[config.mk]
export PLATFORM = sky130hd
export DESIGN_NAME = tick_sched_flat
export DESIGN_NICKNAME = d
export VERILOG_FILES = /design/src/rtl/tick_sched_pkg.sv /design/src/rtl/tick_sched_if.sv /design/src/rtl/tick_chan.sv /design/src/rtl/tick_sched.sv /design/src/flat_wrapper.sv
export SDC_FILE = /design/constraint.sdc
export NUM_CORES = 1
export LEC_CHECK = 0
export BUFFER_PORTS_ARGS = -buffer_cell sky130_fd_sc_hd__buf_4
export CAP_MARGIN = 10
export CORE_ASPECT_RATIO = 0.8
export CORE_UTILIZATION = 45
export CTS_CLUSTER_DIAMETER = 150
export DETAILED_ROUTE_END_ITERATION = 10
export PLACE_DENSITY_LB_ADDON = 0.2
export SYNTH_ARGS = -nofsm -noshare
export SYNTH_HDL_FRONTEND = slang
export SYNTH_SLANG_ARGS = --single-unit
[constraint.sdc]
create_clock -name clk_in -period 6.98 [get_ports clk_in]
set_clock_uncertainty 0.05 [all_clocks]
set_input_delay 0.349 -clock clk_in [delete_from_list [all_inputs] [get_ports clk_in]]
set_output_delay 0.349 -clock clk_in [all_outputs]
set_load 0.005 [all_outputs]
[src/rtl/tick_sched_pkg.sv]
// Shared types and helpers for the tick scheduler: run/stop state encoding,
// default period width and channel-index width calculation.
package tick_sched_pkg;

    typedef enum logic [0:0] {StIdle, StRun} state_e;

    localparam int unsigned PerWDefault = 16;

    // Channel index needs at least one bit even for a single channel.
    function automatic int unsigned chan_w(input int unsigned num_ch);
        return (num_ch > 1) ? $clog2(num_ch) : 1;
    endfunction

endpackage

[src/rtl/tick_sched_if.sv]
// Configuration port of the tick scheduler: valid/ready write of one
// channel's period register.
interface tick_sched_if
    import tick_sched_pkg::*;
#(
    parameter int unsigned NUM_CH = 4,
    parameter int unsigned PER_W  = PerWDefault
);

    localparam int unsigned ChanW = chan_w(NUM_CH);

    logic             cfg_valid;
    logic             cfg_ready;
    logic [ChanW-1:0] cfg_chan;
    logic [PER_W-1:0] cfg_period;

    modport master (
        output cfg_valid,
        output cfg_chan,
        output cfg_period,
        input  cfg_ready
    );

    modport slave (
        input  cfg_valid,
        input  cfg_chan,
        input  cfg_period,
        output cfg_ready
    );

endinterface

[src/rtl/tick_chan.sv]
// One rate channel: period register, base-tick counter, one-cycle strobe and
// a square wave that toggles on every strobe.
module tick_chan #(
    parameter int unsigned PER_W = 16
) (
    input  logic             clk_in,
    input  logic             rst_n,
    input  logic             clr,
    input  logic             base_tick,
    input  logic             wr,
    input  logic [PER_W-1:0] period,
    output logic             tick_out,
    output logic             tick_level
);

    logic [PER_W-1:0] period_q, period_d;
    logic [PER_W-1:0] cnt_q, cnt_d;
    logic             tick_q, tick_d;
    logic             level_q, level_d;
    logic             hit;

    assign hit        = (cnt_q == period_q - 1'b1);
    assign tick_out   = tick_q;
    assign tick_level = level_q;

    // A write restarts the channel; the period register survives clr.
    always_comb begin
        period_d = period_q;
        cnt_d    = cnt_q;
        tick_d   = 1'b0;
        level_d  = level_q;
        if (wr) begin
            period_d = period;
            cnt_d    = '0;
            level_d  = 1'b0;
        end else if (clr || (period_q == '0)) begin
            cnt_d   = '0;
            level_d = 1'b0;
        end else if (base_tick) begin
            if (hit) begin
                cnt_d   = '0;
                tick_d  = 1'b1;
                level_d = ~level_q;
            end else begin
                cnt_d = cnt_q + 1'b1;
            end
        end
    end

    always_ff @(posedge clk_in or negedge rst_n) begin
        if (!rst_n) begin
            period_q <= '0;
            cnt_q    <= '0;
            tick_q   <= 1'b0;
            level_q  <= 1'b0;
        end else begin
            period_q <= period_d;
            cnt_q    <= cnt_d;
            tick_q   <= tick_d;
            level_q  <= level_d;
        end
    end

endmodule

[src/rtl/tick_sched.sv]
// Tick scheduler top: run/stop FSM, shared prescaler, config handshake and
// channel decode feeding NUM_CH tick_chan instances.
module tick_sched
    import tick_sched_pkg::*;
#(
    parameter int unsigned NUM_CH  = 4,
    parameter int unsigned PRE_DIV = 50_000,
    parameter int unsigned PER_W   = PerWDefault
) (
    input  logic              clk_in,
    input  logic              rst_n,
    input  logic              run,
    tick_sched_if.slave       cfg,
    output logic [NUM_CH-1:0] tick_out,
    output logic [NUM_CH-1:0] tick_level,
    output logic              busy
);

    localparam int unsigned    PreW   = $clog2(PRE_DIV);
    localparam int unsigned    ChanW  = chan_w(NUM_CH);
    localparam logic [PreW-1:0] PreMax = PreW'(PRE_DIV - 1);

    state_e            state_q, state_d;
    logic [PreW-1:0]   presc_q, presc_d;
    logic              base_tick;
    logic              cfg_fire;
    logic              chan_clr;
    logic [NUM_CH-1:0] chan_wr;

    always_comb begin
        state_d = state_q;
        unique case (state_q)
            StIdle:  if (run)  state_d = StRun;
            StRun:   if (!run) state_d = StIdle;
            default: state_d = StIdle;
        endcase
    end

    assign busy      = (state_q == StRun);
    assign base_tick = busy && (presc_q == PreMax);
    // Blocking writes on base_tick keeps a write off any channel evaluation.
    assign cfg.cfg_ready = !base_tick;
    assign cfg_fire      = cfg.cfg_valid && cfg.cfg_ready;
    // Clearing on the stopping edge suppresses a strobe due in that cycle.
    assign chan_clr      = (state_d == StIdle);

    always_comb begin
        presc_d = '0;
        if (busy && run && !base_tick) begin
            presc_d = presc_q + 1'b1;
        end
    end

    always_ff @(posedge clk_in or negedge rst_n) begin
        if (!rst_n) begin
            state_q <= StIdle;
            presc_q <= '0;
        end else begin
            state_q <= state_d;
            presc_q <= presc_d;
        end
    end

    // Indices at or above NUM_CH match nothing and are silently dropped.
    always_comb begin
        chan_wr = '0;
        for (int unsigned i = 0; i < NUM_CH; i++) begin
            chan_wr[i] = cfg_fire && (cfg.cfg_chan == ChanW'(i));
        end
    end

    for (genvar g = 0; g < NUM_CH; g++) begin : gen_chan
        tick_chan #(
            .PER_W (PER_W)
        ) u_chan (
            .clk_in     (clk_in),
            .rst_n      (rst_n),
            .clr        (chan_clr),
            .base_tick  (base_tick),
            .wr         (chan_wr[g]),
            .period     (cfg.cfg_period),
            .tick_out   (tick_out[g]),
            .tick_level (tick_level[g])
        );
    end

endmodule

[src/flat_wrapper.sv]
// flat-port wrapper written by rule: the top's interface ports become plain ports
module tick_sched_flat import tick_sched_pkg::*;
#(
    parameter int unsigned NUM_CH  = 4,
    parameter int unsigned PRE_DIV = 50_000,
    parameter int unsigned PER_W   = PerWDefault
)
  (clk_in, rst_n, run, tick_out, tick_level, busy, cfg_cfg_valid, cfg_cfg_chan, cfg_cfg_period, cfg_cfg_ready);
  tick_sched_if #(.NUM_CH(NUM_CH), .PER_W(PER_W)) cfg_i ();
  input  logic clk_in;
  input  logic rst_n;
  input  logic run;
  output logic [NUM_CH-1:0] tick_out;
  output logic [NUM_CH-1:0] tick_level;
  output logic busy;
  input wire logic [$bits(cfg_i.cfg_valid)-1:0] cfg_cfg_valid;
  input wire logic [$bits(cfg_i.cfg_chan)-1:0] cfg_cfg_chan;
  input wire logic [$bits(cfg_i.cfg_period)-1:0] cfg_cfg_period;
  output wire logic [$bits(cfg_i.cfg_ready)-1:0] cfg_cfg_ready;
  assign cfg_i.cfg_valid = cfg_cfg_valid;
  assign cfg_i.cfg_chan = cfg_cfg_chan;
  assign cfg_i.cfg_period = cfg_cfg_period;
  assign cfg_cfg_ready = cfg_i.cfg_ready;
  tick_sched #(.NUM_CH(NUM_CH), .PRE_DIV(PRE_DIV), .PER_W(PER_W)) u_core (.clk_in(clk_in), .rst_n(rst_n), .run(run), .cfg(cfg_i), .tick_out(tick_out), .tick_level(tick_level), .busy(busy));
endmodule
Word level (Yosys, flattened, before mapping) --
Index checks and enable logic that the tools add are counted.
Word-level totals: register bits after elaboration 153, input port bits 22, logic and storage cells 120
Operators by class: add/subtract/negate cells 9, equal/unequal tests 8, mux-type cells 50, bitwise gates (word level) 5, reduce and logical (&&, ||, !) cells 30
Operators by type and width (count):
- 2-to-1 mux 16 bit | 17
- adder 16 x 1 -> 16 bit (second input constant) | 5
- equality test 16 bit | 4
- zero test 16 bit | 4
- subtractor 16 x 1 -> 16 bit (second input constant) | 4
- 2-to-1 mux 1 bit | 33
- nonzero test 3 bit | 8
- equality test 16 bit (second input constant) | 1
- logical AND 1 bit | 8
- AND reduction 2 bit | 4
- NOT 1 bit | 5
- equality test 2 bit (second input constant) | 2
- logical OR 1 bit | 4
- equality test 2 x 1 -> 1 bit (second input constant) | 1
- zero test 2 bit | 1
- zero test 1 bit | 1

Longest topological paths before layout --
depth in word-level cells 7, gate-level depth with buffers 11, depth with buffers taken out 9

Cells and area by module --
From an unflattened synthesis, not the netlist that was laid out.
Unflattened totals: cells, all modules 1001, area total of the unflattened synthesis 9440.3 µm²
By module, submodules not included:
- tick_chan at u_core.gen_chan[1].u_chan ... | instances 2, cells each 243, area an instance 2200.9 µm², seq. area each 850.8 µm²
- tick_chan at u_core.gen_chan[0].u_chan | instances 1, cells each 211, area an instance 2084.5 µm², seq. area each 850.8 µm²
- tick_chan at u_core.gen_chan[3].u_chan | instances 1, cells each 213, area an instance 2062.0 µm², seq. area each 850.8 µm²
- tick_sched | instances 1, cells each 91, area an instance 892.1 µm², seq. area each 425.4 µm²

Worst setup path after synthesis --
No wires, ideal clock.
path type register -> register, from reg u_core.gen_chan[0].u_chan.period_q[6], to reg u_core.gen_chan[0].u_chan.level_q, setup time 0.128 ns, arrival 2.874 ns, data required time 6.802 ns, path slack 3.928 ns, cell stages (with the launch flop) 9, cells stage by stage dfrtp_1 clkbuf_1 or4_4 or4_4 or3b_1 a211oi_2 o31ai_2 nor3_1 mux2_1
On the way: cells in the longest elaborated chain, start to end 4, elaborated cells on any way between the ends 9
Ends and longest elaborated chain:
- from (decl) | line tick_chan.sv:16 | logic [PER_W-1:0] period_q, period_d;
- from (signal assigned) | line tick_chan.sv:57 | period_q <= period_d;
- subtractor 16 x 1 -> 16 bit / zero test 16 bit (equally long branches) | line tick_chan.sv:22, tick_chan.sv:36
- equality test 16 bit / logical OR 1 bit (equally long branches) | line tick_chan.sv:22, tick_chan.sv:36
- nonzero test 3 bit (no line) / 2-to-1 mux 1 bit (equally long branches)
- AND reduction 2 bit (no line) / 2-to-1 mux 1 bit (equally long branches)
- to (signal assigned) | line tick_chan.sv:60 | level_q <= level_d;
- to (decl) | line tick_chan.sv:19 | logic level_q, level_d;
Several ways; a longest one is shown, not always the timed one. A chain may end at the register's enable or synchronous reset.

Final worst setup path --
from reg u_core.gen_chan[1].u_chan.period_q[2], to reg u_core.gen_chan[1].u_chan.cnt_q[4]
On the way: cells in the longest elaborated chain, start to end 6, elaborated cells on any way between the ends 9
Ends and longest elaborated chain:
- from (decl) | line tick_chan.sv:16
- from (signal assigned) | line tick_chan.sv:57
- subtractor 16 x 1 -> 16 bit | line tick_chan.sv:22 | assign hit = (cnt_q == period_q - 1'b1);
- equality test 16 bit | line tick_chan.sv:22
- 2-to-1 mux 16 bit | line tick_chan.sv:40 | if (hit) begin
- 2-to-1 mux 16 bit | line tick_chan.sv:39 | end else if (base_tick) begin
- 2-to-1 mux 16 bit | line tick_chan.sv:36 | end else if (clr || (period_q == '0)) begin
- 2-to-1 mux 16 bit | line tick_chan.sv:32 | if (wr) begin
- to (signal assigned) | line tick_chan.sv:58 | cnt_q <= cnt_d;
- to (decl) | line tick_chan.sv:17 | logic [PER_W-1:0] cnt_q, cnt_d;
Several ways; a longest one is shown, not always the timed one. The select of a mux whose other input is x is not followed.

==> metrics <==
Max-slew headroom 0.297; cell area after synthesis 9180 µm²; WS Path Type reg -> reg; RSZ-0062 raised after global routing false; cts bufs inserted 17; Final GP Congestion 0.866; Yosys top cell by area dfrtp_1; Worst setup EP type flop; CTS Sinks 153; setup_tns 0 ns; Synth Register Bits 153; dominant synthesized flop cell dfrtp_1; synth warn 0; Final Cycle Share 0.530; Seq pwr share 0.444; Antenna Cells 0; Power per Cell Area 235 nW/µm²; EDFF count, synth 0; CTS tree built; Post-Syn Instances 978; largest net degree at the start of global routing 89; Critical Path AT 3.93 ns; maximum VDD drop 0.000174 V; area occupied by multi-input gates 5060 µm²; Die Ht 130 µm; detailed-route via count 7169; initial drt markers 574; cell area after layout 10200 µm²; Leak 0.00407 µW; DIE AREA 21000 µm²; GRT Util Overall 0.218; GRT Residual Overflow 0; Die Span X 162 µm; Comb power frac 0.164; Sw Pwr 693 µW; H-Tree Level Count 4; Root Buffer clkbuf_16; post-DP HPWL 15600 µm; vias in the first global route 6504; Synth top area share 0.417; Remaining DRCs 0; Pins Over Slew Limit 0; synth top area cells dfrtp_1 (42%), xnor2_1 (7.7%), mux2_2 (5.9%); fraction of layout cells with a size suffix above 1 0.143; Clock Power Share 0.392; sequential cell area fraction in the yosys report 0.417; area grow syn2layout 11.1%; Avg WL per Cell 17.4 µm; Netlist cell types 76; port bufs 31; vias per std cell 5.66; hold buffer count at CTS 1; Hold WC Path Type in -> reg; Core Region 19900 µm²; internal power 1700 µW; instance area at placement 9600 µm²; Finish-stage setup viols 0; Post-CTS Setup Bufs 0; initial antenna violation count 1; Layout Nets 1021; syn_nets 1009; sw frac 0.289; f_max 270 MHz; I/O pins 32; drt first pass iters 5; clock slew at reported path FFs 0.06 ns; Post-synth ARST share 1.00; antenna viol nets, final 0; first-pass GRT wire length 35300 µm; Critical Path RT 7.21 ns; total wire length 22000 µm; Register Area 3830 µm²; Startpoint Class flop; Worst-Margin Slew 1.05 ns; Clock Tree Buf Depth 2; max-cap check violation count 0; Final min period 3.70 ns; worst skew pair latency 0.43 ns; post-cts resize count 0; Critical Path Fanout Max 13; Initial Util 0.461; fill count 1885; Row Count 46; hold violation total from the final report 0; Synth Area per Inst 9.39 µm²; status finished clean
## registers in the layout, summed over array words and instances (netlist names)
name,count
u_core.presc_q,16
u_core.gen_chan.u_chan.tick_level,4
u_core.busy,1
u_core.gen_chan.u_chan.cnt_q,64
u_core.gen_chan.u_chan.tick_out,4
u_core.gen_chan.u_chan.period_q,64
## worst max-delay path, cell delays in order, from the launching register on
cell       delay, ns
dfrtp_1         0.46
nor4_1          0.92
nand3_1         0.30
a2111oi_0       0.45
o211ai_1        0.13
a2111o_1        0.42
o21ai_1         0.70
nor2_1          0.12
## power by group through the flow
stage,clock network (µW),logic (µW),registers [µW]
2_1_floorplan,0,313,1030
3_3_place_gp,0,385,1070
3_5_place_dp,0,389,1080
4_1_cts,954,393,1060
5_1_grt,988,434,1080
6_report,940,393,1060
## placed cells by master, fill, tap and decap left out, drive strengths merged, types with 4 or more instances in the layout
cell type    n
nand3       38
o211ai       6
o41ai        5
ha           9
or4         15
or3b         4
o21ai       25
clkbuf      21
mux2        49
or3         15
nor4        28
nor3        60
and2         4
a21oi       11
nor2        92
nor2b       10
nand4       27
nor3b        5
o31ai       11
inv         27
nand3b       4
o311ai       4
and3b        4
xnor2       81
nand2       99
xor2        58
or2         11
and3        16
a211oi       4
o31a         4
dfrtp      153
buf         37
a2111oi      7
nand2b       4
clkinvlp     4
and4         4
## synthesized netlist by cell type, types with 3 or more instances
cell type and instances:
a2111oi_0 6, a211oi_1 3, a21o_1 3, a21oi_1 11
a32o_1 3, and2_1 4, and3_1 16, and3b_1 4
and4_1 4, and4b_1 3, buf_2 3, buf_4 10
clkbuf_1 30, dfrtp_1 153, ha_1 9, inv_1 26
mux2_2 48, nand2_1 99, nand2b_1 4, nand3_1 38
nand3b_1 4, nand4_1 27, nor2_1 92, nor2b_1 10
nor3_1 60, nor3b_1 5, nor4_1 28, o211ai_1 6
o21ai_0 24, o311ai_0 4, o31a_1 4, o31ai_1 9
o41ai_1 4, or2_2 10, or3_1 14, or4_1 10
or4_4 5, xnor2_1 81, xor2_1 58
## cell type report
| type | instances | share of cell area |
|---|---|---|
| multi-input combinational | 754 | 0.496 |
| clock inverter | 10 | 0.0115 |
| clock buffer | 21 | 0.0471 |
| tap | 264 | 0.0324 |
| sequential | 153 | 0.375 |
| timing repair buffer | 38 | 0.0286 |
| inverter | 26 | 0.00956 |
## path summary, 6_finish.rpt
kind / startpoint / end / slack, ns / depth (start not counted)
max: u_core.gen_chan[1].u_chan.period_q[2] / u_core.gen_chan[1].u_chan.cnt_q[4] / 3.28 / 7
min: run / u_core.busy / 0.10 / 1
max reg2reg: u_core.gen_chan[1].u_chan.period_q[2] / u_core.gen_chan[1].u_chan.cnt_q[4] / 3.28 / 7
min reg2reg: u_core.presc_q[0] / u_core.presc_q[0] / 0.41 / 1
max in group asynchronous: rst_n / u_core.gen_chan[3].u_chan.cnt_q[12] / 5.03 / 3
min in group asynchronous: rst_n / u_core.gen_chan[0].u_chan.cnt_q[2] / 0.51 / 2
## through the flow
| step | std cells | hold slack (ns) | util | total power [µW] | setup slack, ns |
|---|---|---|---|---|---|
| after floorplan | 978 | 0.00341 | - | 1350 | 3.93 |
| after global placement | 1234 | 0.404 | 0.482 | 1460 | 3.43 |
| after detailed placement | 1234 | 0.410 | 0.482 | 1460 | 3.29 |
| after CTS | 1266 | 0.0930 | 0.512 | 2410 | 3.26 |
| after global routing | 1266 | 0.0879 | 0.512 | 2500 | 2.84 |
| final | 1266 | 0.103 | 0.512 | 2390 | 3.28 |
## metal layers
metal  part of all wire  track usage  up-vias  wire [µm]
met5                  0            0        -          0
met4              0.011       0.0616        0        241
met3              0.040       0.0388       22        876
met2               0.43        0.314      133       9390
met1               0.52        0.334     3500      11500
li1                   -            -     3514          -
## logic make-up after synthesis
group	Yosys count	share of synthesized area
AOI/OAI and AO/OA	104	0.0872
xor gates and xnor gates	139	0.133
adders and majority gates	9	0.0123
buffers and inverters	71	0.0335
DFF	153	0.417
muxes	51	0.0623
and+or+nand+nor	451	0.255
Power figures use the tool's default switching activity.
